File: src/rtl/mac4b_issue_ctrl.sv
// mac4b_issue_ctrl
//
// Single-outstanding CV-X-IF issue/commit/result controller for the MAC4B
// coprocessor datapath. Sits between the CVA6 CV-X-IF port and the MAC4B
// arithmetic unit. Decodes offloaded instructions and accepts MAC4B only,
// latches the operands, waits for commit or kill, fires the variable-latency
// datapath and hands its result back on the result interface.
//
// State table
//   state       | meaning
//   ------------+-------------------------------------------------------------
//   IDLE        | ready for a new offload; non-MAC4B instructions are refused
//   WAIT_COMMIT | MAC4B accepted, operands latched, waiting for commit/kill
//   EXEC        | datapath started (mac_start_o in the first cycle), await done
//   RESULT      | result presented, held until result_ready_i
//
// Ports
//   clk_i, rst_ni                clock, asynchronous active-low reset
//   issue_*                      CV-X-IF issue request / response
//   commit_*                     CV-X-IF commit (kill = 1 abandons the instr)
//   mac_start_o, mac_rs1/2_o     datapath start pulse and latched operands
//   mac_done_i, mac_result_i     datapath completion pulse and result
//   result_*                     CV-X-IF result interface
//   busy_o                       controller not in IDLE
//   done_cnt_o                   completed-result counter, wraps at 2^32

module mac4b_issue_ctrl #(
    parameter int X_ID_WIDTH = 3,
    parameter int XLEN       = 32,
    parameter int X_NUM_RS   = 2
) (
    input  logic                     clk_i,
    input  logic                     rst_ni,

    input  logic                     issue_valid_i,
    output logic                     issue_ready_o,
    input  logic [31:0]              issue_instr_i,
    input  logic [X_ID_WIDTH-1:0]    issue_id_i,
    input  logic [X_NUM_RS*XLEN-1:0] issue_rs_i,
    input  logic [X_NUM_RS-1:0]      issue_rs_valid_i,
    output logic                     issue_accept_o,
    output logic                     issue_writeback_o,

    input  logic                     commit_valid_i,
    input  logic [X_ID_WIDTH-1:0]    commit_id_i,
    input  logic                     commit_kill_i,

    output logic                     mac_start_o,
    output logic [XLEN-1:0]          mac_rs1_o,
    output logic [XLEN-1:0]          mac_rs2_o,
    input  logic                     mac_done_i,
    input  logic [XLEN-1:0]          mac_result_i,

    output logic                     result_valid_o,
    input  logic                     result_ready_i,
    output logic [X_ID_WIDTH-1:0]    result_id_o,
    output logic [4:0]               result_rd_o,
    output logic [XLEN-1:0]          result_data_o,
    output logic                     result_we_o,

    output logic                     busy_o,
    output logic [31:0]              done_cnt_o
);

    localparam logic [31:0] MAC4B_MASK  = 32'hFE00707F;
    localparam logic [31:0] MAC4B_MATCH = 32'h04000033;

    typedef enum logic [1:0] {
        IDLE        = 2'd0,
        WAIT_COMMIT = 2'd1,
        EXEC        = 2'd2,
        RESULT      = 2'd3
    } state_t;

    state_t state;

    logic is_mac4b;
    logic rs_all_valid;
    logic in_idle;
    logic commit_hit;

    assign is_mac4b     = (issue_instr_i & MAC4B_MASK) == MAC4B_MATCH;
    assign rs_all_valid = &issue_rs_valid_i;
    assign in_idle      = (state == IDLE);

    // Non-MAC4B requests are answered immediately (refused); a MAC4B request
    // stalls until every operand is valid. rst_ni gates both so nothing can
    // handshake while the block is held in reset.
    assign issue_ready_o     = rst_ni & in_idle & (~is_mac4b | rs_all_valid);
    assign issue_accept_o    = rst_ni & in_idle & issue_valid_i & is_mac4b & rs_all_valid;
    assign issue_writeback_o = issue_accept_o;

    // result_id_o doubles as the latched instruction ID from issue onwards.
    assign commit_hit = commit_valid_i & (commit_id_i == result_id_o);

    assign result_we_o = result_valid_o;
    assign busy_o      = ~in_idle;

    always_ff @(posedge clk_i or negedge rst_ni) begin
        if (!rst_ni) begin
            state          <= IDLE;
            mac_start_o    <= 1'b0;
            mac_rs1_o      <= '0;
            mac_rs2_o      <= '0;
            result_valid_o <= 1'b0;
            result_id_o    <= '0;
            result_rd_o    <= '0;
            result_data_o  <= '0;
            done_cnt_o     <= '0;
        end else begin
            mac_start_o <= 1'b0;
            case (state)
                IDLE: begin
                    if (issue_accept_o) begin
                        result_id_o <= issue_id_i;
                        result_rd_o <= issue_instr_i[11:7];
                        mac_rs1_o   <= issue_rs_i[XLEN-1:0];
                        mac_rs2_o   <= issue_rs_i[2*XLEN-1:XLEN];
                        state       <= WAIT_COMMIT;
                    end
                end
                WAIT_COMMIT: begin
                    if (commit_hit) begin
                        if (commit_kill_i) begin
                            state <= IDLE;
                        end else begin
                            state       <= EXEC;
                            mac_start_o <= 1'b1;
                        end
                    end
                end
                EXEC: begin
                    // A done seen while start is still high cannot belong to
                    // this operation, so it is only honoured from the next cycle.
                    if (mac_done_i && !mac_start_o) begin
                        result_data_o  <= mac_result_i;
                        result_valid_o <= 1'b1;
                        state          <= RESULT;
                    end
                end
                RESULT: begin
                    if (result_ready_i) begin
                        result_valid_o <= 1'b0;
                        done_cnt_o     <= done_cnt_o + 32'd1;
                        state          <= IDLE;
                    end
                end
                default: begin
                    state <= IDLE;
                end
            endcase
        end
    end

endmodule

File: config.mk
export PLATFORM = sky130hd
export DESIGN_NAME = mac4b_issue_ctrl
export DESIGN_NICKNAME = d
export VERILOG_FILES = /design/src/rtl/mac4b_issue_ctrl.sv
export SDC_FILE = /design/constraint.sdc
export NUM_CORES = 1
export LEC_CHECK = 0
export CAP_MARGIN = 20
export CELL_PAD_IN_SITES_DETAIL_PLACEMENT = 1
export CELL_PAD_IN_SITES_GLOBAL_PLACEMENT = 1
export CORE_UTILIZATION = 31
export DETAILED_ROUTE_END_ITERATION = 8
export PLACE_DENSITY = 0.79
export SYNTH_ARGS = -nofsm -noshare
export SYNTH_HDL_FRONTEND = slang
export SYNTH_SLANG_ARGS = --single-unit
File: constraint.sdc
create_clock -name clk_i -period 2.4 [get_ports clk_i]
set_input_delay 0.36 -clock clk_i [delete_from_list [all_inputs] [get_ports clk_i]]
set_output_delay 0.36 -clock clk_i [all_outputs]
set_load 0.01 [all_outputs]
---- Word-level counts from Yosys, hierarchy flattened ----
Cells that the tools add are included.
W data, S select, Z words.
storage, ports and cells
  input port bits ......................... 143
  bits in registers ....................... 140
  output and inout bits ................... 143
  logic and storage cells ................. 50
cells by class
  muxes and demuxes ....................... 12
  eq/ne operators ......................... 9
  bitwise operators ....................... 9
  reduce and logical (&&, ||, !) cells .... 10
  add/subtract/negate cells ............... 1
operators by type and width
  kind                     count
  $add A32 B1 Y32 const B  1
  $eq A17 B12 Y1 const B   1
  $mux W2                  5
  $ne A2 B2 Y1 const B     4
  $pmux W2 S4              1
  $reduce_and A2 Y1        4
  $and A1 B1 Y1            6
  $mux W1                  5
  $eq A2 B2 Y1 const B     2
  $reduce_and A4 Y1        1
  $eq A3 B3 Y1             1
  $reduce_and A3 Y1        1
  $eq A2 B1 Y1 const B     1
  $logic_not A2 Y1         1
  $not A1 Y1               2
  $pmux W1 S2              1
  $reduce_bool A2 Y1       1
  $logic_and A1 B1 Y1      1
  $logic_not A1 Y1         1
  $or A1 B1 Y1             1

---- Longest topological paths before layout ----
Gate-level depths: netlist of run 1.
  depth in word-level cells ............... 7
  mapped depth ............................ 6
  mapped depth without buffers ............ 5

---- Worst setup path before layout of run 1 ----
No wires, ideal clock.
  path kind ............................... input to register
  from .................................... input port issue_instr_i[12]
  to ...................................... register mac_rs1_o[0]
  data arrival time ....................... 1794 ps
  required time ........................... 2275 ps
  library setup time ...................... 125 ps
  stages on the path ...................... 5
  path buffers ............................ 1
  slack ................................... 481 ps
  path through ............................ nor4b_1 > nand3_1 > nor3_4 > buf_4 > mux2_2
between the ends
  longest elaborated chain between the ends .. 4
ends and longest elaborated chain
  item                                line  source
  start, declared                     37    input logic [31:0] issue_instr_i,
  $eq A17 B12 Y1                      82    assign is_mac4b = (issue_instr_i & MAC4B_MASK) == MAC4B_MATCH;
  $and A1 B1 Y1 (2 in a row)          90    assign issue_accept_o = rst_ni & in_idle & issue_valid_i & is_mac4b & rs_all_valid;
  $reduce_and A2 Y1 (no source line)  --
  end signal, assigned                117   mac_rs1_o <= issue_rs_i[XLEN-1:0];
  end, declared                       49    output logic [XLEN-1:0] mac_rs1_o,
No other way between the ends.
A chain may end at the register's enable or synchronous reset.

---- Final worst setup path of run 1 ----
  from .................................... input port issue_instr_i[28]
  to ...................................... output port issue_accept_o
between the ends
  longest elaborated chain between the ends .. 3
ends and longest elaborated chain
  item                        line  source
  $eq A17 B12 Y1              82
  $and A1 B1 Y1 (2 in a row)  90
  end, declared               41    output logic issue_accept_o,
No other way between the ends.

==> impl_metrics.yaml, run 1 <==
synthesis:
  post_synth.cell_area_avg_sq_um: 14.7
  synth-seq-area-share: 0.623
  syn_area_sq_um: 5620
  synthesis.yosys.warnings: 0
  mappedNetlistNets: 527
  yosys_register_bits: 140
  area_contributors_post_synth: "dfrtp_1 (62%), mux2_2 (19%), xnor2_1 (3.0%), xor2_1 (2.3%), mux2_1 (1.4%)"
  yosys.area.top_type: "dfrtp_1"
  yosysUniqueCellTypes: 31
  yosysTopAreaCellShare: 0.623
  post_synth_inst_count: 383
placement:
  place.gp.congestion: 0.741
  numPortBuffers: 275
  place.detailed.hpwl_um: 13100
  placed_cell_area_sq_um: 8740
  place_worst_setup_slack_ns: -0.283
sta:
  final.setup_skew_ns: 0.0145
  final_critical_delay_including_setup_and_external_delays_ns: 2.29
  final-setup-viol-count: 0
  totalNegativeSetupSlack_ns: 0
  tightestPinTransition_ns: 0.718
  rsz0062_at_grt: "no"
  maxSlewHeadroom: 0.522
  timing.final.max_slew_violations: 0
  postLayoutSetupSlackWorst_ns: 0.112
  report.final.hold_viol_count: 0
  achievable-frequency_mhz: 437
  timing.final.crit_share: 0.953
flow_run:
  max_cap_viol_count: 0
pwr:
  power.share.switching: 0.197
  worst_ir_drop_vdd_mv: 0.468
  power.clock.fraction: 0.513
  total_leakage_power_nw: 4.28
  finalPower_mw: 5.76
  power.internal_mw: 4.62
  power.net_switching_mw: 1.13
  comb_power_share: 0.069
  powerDensity_nw_per_um2: 609
  seq_power_share: 0.418
grt:
  globalRoute.totalOverflow: 0
  gr-usage-all-layers: 0.195
  grt_start_max_net_pins: 135
  antenna_violations_before_repair: 0
  grt_use_met3: 0.0644
  grt_first_pass_wirelength_um: 27200
  groute.layer.met1.usage: 0.208
  use_met2: 0.356
  first_global_vias: 4936
  grt.busiest_layer: "met2"
layout:
  final_cell_mix: "clkdlybuf4s50_1 (271), dfrtp_1 (140), mux2_2 (97)"
  finish.net_count: 824
  area_growth_pct: 68.1
  num_antenna_cells: 0
  final_core_utilization: 0.540
  fin_area_sq_um: 9440
  drive_gt1_frac: 0.219
  layout.cells.most_common: "clkdlybuf4s50_1"
clock_network:
  cts.htree.levels: 4
  cts.sink_count: 140
  clock-root-buffer: "clkbuf_16"
  clock_path_buffers: 2
  numCtsBuffers: 17
  cts_tree: "yes"
  path_clk_slew_ns: 0.06
  clk_latency_ns: 0.42
setup_path:
  worst-setup-path-type: "input pin to output pin"
  crit_path_start: "issue_instr_i[28]"
  critPathLaunchType: "input pin"
  reg2regPathDepth: 7
  worstPathMaxFanout: 3
  crit_path_cell_trace: "clkdlybuf4s50_1 > nor4b_2 > nand3_1 > buf_4 > nor3_2 > buf_4 > dlygate4sd2_1"
  cp_slowest_stage_delay_ns: 0.43
  timing.critical_path.slowest_stage_cell: "clkdlybuf4s50_1"
  crit_path_end_kind: "output pin"
  required_ns: 2.04
  timing.rr.end: "mac_rs2_o[16]$_DFFE_PN0P_"
  flop_to_flop_setup_slack_ns: 0.42
  crit_top_cell: "buf_4"
  endpoint: "issue_accept_o"
  cp_data_arrival_time_ns: 1.93
floorplan:
  floorplan.rows: 48
  coreArea_sq_um: 17500
  floorplan.die.height_um: 137
  die_width_um: 137
  pin_count: 286
  floorplan.die_area_sq_um: 18700
  start_util: 0.322
drt:
  wl_um: 17500
  vias: 4299
  drc_errors: 0
  route.antenna.remaining_nets: 0
  drt_pre_antenna_iters: 4
  route.detailed.vias_per_inst: 4.69
  drt-wirelength-per-cell_um: 19.1
  first_iter_violations: 143
hold_path:
  holdCritPathClass: "input pin to async pin"
run_status:
  status: "completed"
-- cell type report --
cell class	instances	area [sq um]
Clock buffer	19	443
Multi-Input combinational cell	224	2020
Fill cell	1749	8030
Tap cell	225	282
Inverter	4	15.0
Timing Repair Buffer	293	2960
Clock inverter	11	218
Sequential cell	140	3500
-- metrics by stage --
stage | hold WS (ns) | std cells
after floorplan | 0.0644 | 383
final | 0.340 | 916
after global routing | 0.341 | 916
after CTS | 0.320 | 916
after detailed placement | 0.185 | 883
after global placement | 0.180 | 883
-- power groups by stage --
stage | sequential [mW] | clock [mW] | combinational [mW]
after CTS | 2.41 | 3.03 | 0.402
after global routing | 2.41 | 3.12 | 0.425
after global placement | 2.45 | 0 | 0.383
final | 2.41 | 2.95 | 0.396
after floorplan | 2.46 | 0 | 0.0359
after detailed placement | 2.45 | 0 | 0.397
-- worst max-delay path, delay by kind of cell --
kind	cells	cell delay (ns)
simple gates	3	0.56
buf+inv	4	1.02
-- worst min path at each step --
| stage | start | to | slack (ns) |
|---|---|---|---|
| 2_1_floorplan | rst_ni | async pin | 0.06 |
| 3_3_place_gp | rst_ni | async pin | 0.18 |
| 3_5_place_dp | rst_ni | async pin | 0.18 |
| 4_1_cts | rst_ni | mac_rs1_o[12]$_DFFE_PN0P_ | 0.32 |
| 5_1_grt | rst_ni | mac_rs1_o[12]$_DFFE_PN0P_ | 0.34 |
| 6_report | rst_ni | mac_rs1_o[12]$_DFFE_PN0P_ | 0.34 |
-- cells by family (layout without fill, tap and decap cells) --
| kind of cell | Yosys count | after routing | synth area share |
|---|---|---|---|
| and+or+nand+nor | 80 | 80 | 0.0833 |
| xor gates and xnor gates | 34 | 34 | 0.0530 |
| adders and majority gates | 1 | 1 | 0.00223 |
| DFF | 140 | 140 | 0.623 |
| muxes | 104 | 104 | 0.208 |
| AOI/OAI and AO/OA | 5 | 5 | 0.00735 |
| buffers and inverters | 19 | 327 | 0.0223 |
-- cells in the mapped netlist --
master / count
nand2_1: 13
buf_6: 4
nor3_1: 6
dfrtp_1: 140
ha_1: 1
nand4_1: 10
inv_1: 4
mux2_1: 7
buf_2: 4
nor3b_2: 1
xnor2_1: 19
a211oi_1: 1
o21a_1: 1
nor3_4: 1
nand2b_1: 1
clkbuf_1: 2
o221ai_1: 1
nor4b_1: 3
and3_1: 10
nor2b_1: 2
a21o_1: 1
nand3_1: 12
nor4_1: 6
and2_1: 3
mux2_2: 97
o21ba_2: 1
and4_1: 5
or4_1: 1
buf_4: 5
nor2_1: 6
xor2_1: 15
-- flip-flops by register name, indices dropped and copies added, names as in the netlist, 3 cells and up, named ones only --
register       count
done_cnt_o        32
mac_rs1_o         32
mac_rs2_o         32
result_data_o     32
result_rd_o        5
result_id_o        3
-- routing by layer --
metal,vias up,part of all wire,routed length [um]
li1,1952,-,-
met1,2169,0.36,6380
met2,159,0.55,9620
met3,19,0.069,1210
met4,0,0.016,285
met5,-,0,0
-- timing repair --
action | 4_1_cts | 5_1_grt
setup buffers | 2 | 0
hold buffers | 1 | 0
resized for setup | 5 | 2
endpoints found under the hold margin | 6 | 0
setup endpoints to repair | 3 | 2
pin swaps | 2 | 1
Note: power is estimated with default switching activity, not from simulation.
==> run 2: changes to the inputs <==
CORE_MARGIN = 4   (was default)
==> run 2 against run 1 <==
Power fell by 5.1%. Worst setup slack improved by 0.026 ns. Non-clock buffer count fell by 2. Combinational power rose by 1%. Global-route usage fell by 1.6 points. Highest routed layer unchanged. Critical path type unchanged. Critical endpoint is now issue_ready_o.
==> impl_metrics.yaml, run 2 (synthesis results as in run 1) <==
drt:
  route.detailed.vias_per_inst: 4.70
  wl_um: 17900
  first_iter_violations: 88
  drc_errors: 0
  vias: 4312
  route.antenna.remaining_nets: 0
  drt-wirelength-per-cell_um: 19.5
  drt_pre_antenna_iters: 4
clock_network:
  cts_tree: "yes"
  cts.sink_count: 140
  clock-root-buffer: "clkbuf_16"
  clk_latency_ns: 0.41
  numCtsBuffers: 17
  path_clk_slew_ns: 0.06
  clock_path_buffers: 2
  cts.htree.levels: 4
sta:
  tightestPinTransition_ns: 0.454
  postLayoutSetupSlackWorst_ns: 0.139
  final.setup_skew_ns: 0.00585
  final_critical_delay_including_setup_and_external_delays_ns: 2.26
  maxSlewHeadroom: 0.697
  totalNegativeSetupSlack_ns: 0
  timing.final.crit_share: 0.942
  final-setup-viol-count: 0
  timing.final.max_slew_violations: 0
  achievable-frequency_mhz: 442
  rsz0062_at_grt: "no"
  worst_hold_slack_ns: 0.471
  report.final.hold_viol_count: 0
setup_path:
  bufs_and_invs_on_worst_path: 3
  worst-setup-path-type: "input pin to output pin"
  required_ns: 2.04
  cp_top_delay_family: "buffers and inverters"
  cp_slowest_stage_delay_ns: 0.42
  critPathLaunchType: "input pin"
  crit_path_end_kind: "output pin"
  timing.critical_path.slowest_stage_cell: "clkdlybuf4s50_1"
  reg2regPathDepth: 6
  crit_path_cell_trace: "clkdlybuf4s50_1 > nor4b_2 > nand3_1 > buf_4 > a211oi_2 > nor2_1 > dlygate4sd2_1"
  crit_path_start: "issue_instr_i[25]"
  crit_cells: 7
  worstPathMaxFanout: 3
  cp_data_arrival_time_ns: 1.90
grt:
  grt_start_max_net_pins: 80
  gr-usage-all-layers: 0.179
  grt.busiest_layer: "met2"
  antenna_violations_before_repair: 1
  first_global_vias: 5141
  groute.layer.met1.usage: 0.186
  grt_first_pass_wirelength_um: 28100
  globalRoute.totalOverflow: 0
  grt_use_met3: 0.0814
  use_met2: 0.318
layout:
  layout.cells.most_common: "clkdlybuf4s50_1"
  multiInputGateArea_sq_um: 2030
  fin_area_sq_um: 9360
  final_core_utilization: 0.534
  finish.net_count: 822
  final_cell_mix: "clkdlybuf4s50_1 (271), dfrtp_1 (140), mux2_2 (97)"
  sequential_cell_area_sq_um: 3500
  filler_cell_count: 1758
  drive_gt1_frac: 0.223
  stdcell_count: 917
  area_growth_pct: 66.6
floorplan:
  floorplan.rows: 48
  pin_count: 286
  start_util: 0.320
  coreArea_sq_um: 17500
  die_width_um: 143
  floorplan.die_area_sq_um: 20300
  floorplan.die.height_um: 143
flow_run:
  max_cap_viol_count: 0
placement:
  placed_cells_incl_taps: 880
  place.detailed.hpwl_um: 13800
  placed_cell_area_sq_um: 8680
  place_worst_setup_slack_ns: -0.387
  numPortBuffers: 275
  place.gp.congestion: 0.793
pwr:
  worst_ir_drop_vdd_mv: 0.487
  finalPower_mw: 5.46
  powerDensity_nw_per_um2: 584
  total_leakage_power_nw: 4.23
run_status:
  status: "completed"
hold_path:
  worstHoldStart: "done_cnt_o[31]$_DFFE_PN0P_"
  holdCritPathClass: "register to register"
  worst_hold_path.num_cells: 1
[run 2: changes by cell type in the layout (fill, tap and decap cells not counted), sizes merged]
cell         change
dlygate4sd2      -2
clkinv           +1
clkinvlp         +1
clkbuf           +6
diode            +1
buf              -2
bufinv           -4
[run 2: path summary, 6_finish.rpt]
path / to / slack (ns)
setup / recovery: issue_ready_o / 0.14
hold / removal: done_cnt_o[31]$_DFFE_PN0P_ / 0.47
setup reg to reg: mac_rs1_o[1]$_DFFE_PN0P_ / 0.36
hold reg to reg: done_cnt_o[31]$_DFFE_PN0P_ / 0.47
max in group asynchronous: mac_rs1_o[23]$_DFFE_PN0P_ / 0.76
min in group asynchronous: mac_rs1_o[14]$_DFFE_PN0P_ / 0.60
[run 2: worst register-to-register path, stage by stage, from the launching register on]
cell and delay, ns:
dfrtp_1 0.44, nor2_1 0.22, nand3_1 0.16, buf_4 0.17, nor3_4 0.15, buf_4 0.38
mux2_2 0.41
[run 2: per-layer routing]
layer  up-vias  wire, um  part of all wire
met5         -         0                 0
met4         0       394             0.022
met3        22      1750             0.098
met2       174      9530              0.53
met1      2161      6240              0.35
li1       1955         -                 -
[run 2: power by group]
group | internal [mW] | leakage [nW] | switching (mW)
Combinational | 0.273 | 2.04 | 0.127
Clock | 1.67 | 0.291 | 0.987
Sequential | 2.39 | 1.90 | 0.0164
Total | 4.33 | 4.23 | 1.13
[run 2: cell type report]
cell class | count | area share
Sequential cell | 140 | 0.374
Timing Repair Buffer | 291 | 0.312
Multi-Input combinational cell | 224 | 0.216
Clock buffer | 23 | 0.0532
Tap cell | 225 | 0.0301
Clock inverter | 9 | 0.0118
Inverter | 4 | 0.00160
Antenna cell | 1 | 0.000267
[run 2: timing repair]
item / in CTS / in global routing
hold endpoints to repair: 26 / 0
setup endpoints to repair: 3 / 3
pin swaps: 2 / 1
hold buffers: 1 / 0
setup buffers: 2 / 0
gates resized for setup: 6 / 6
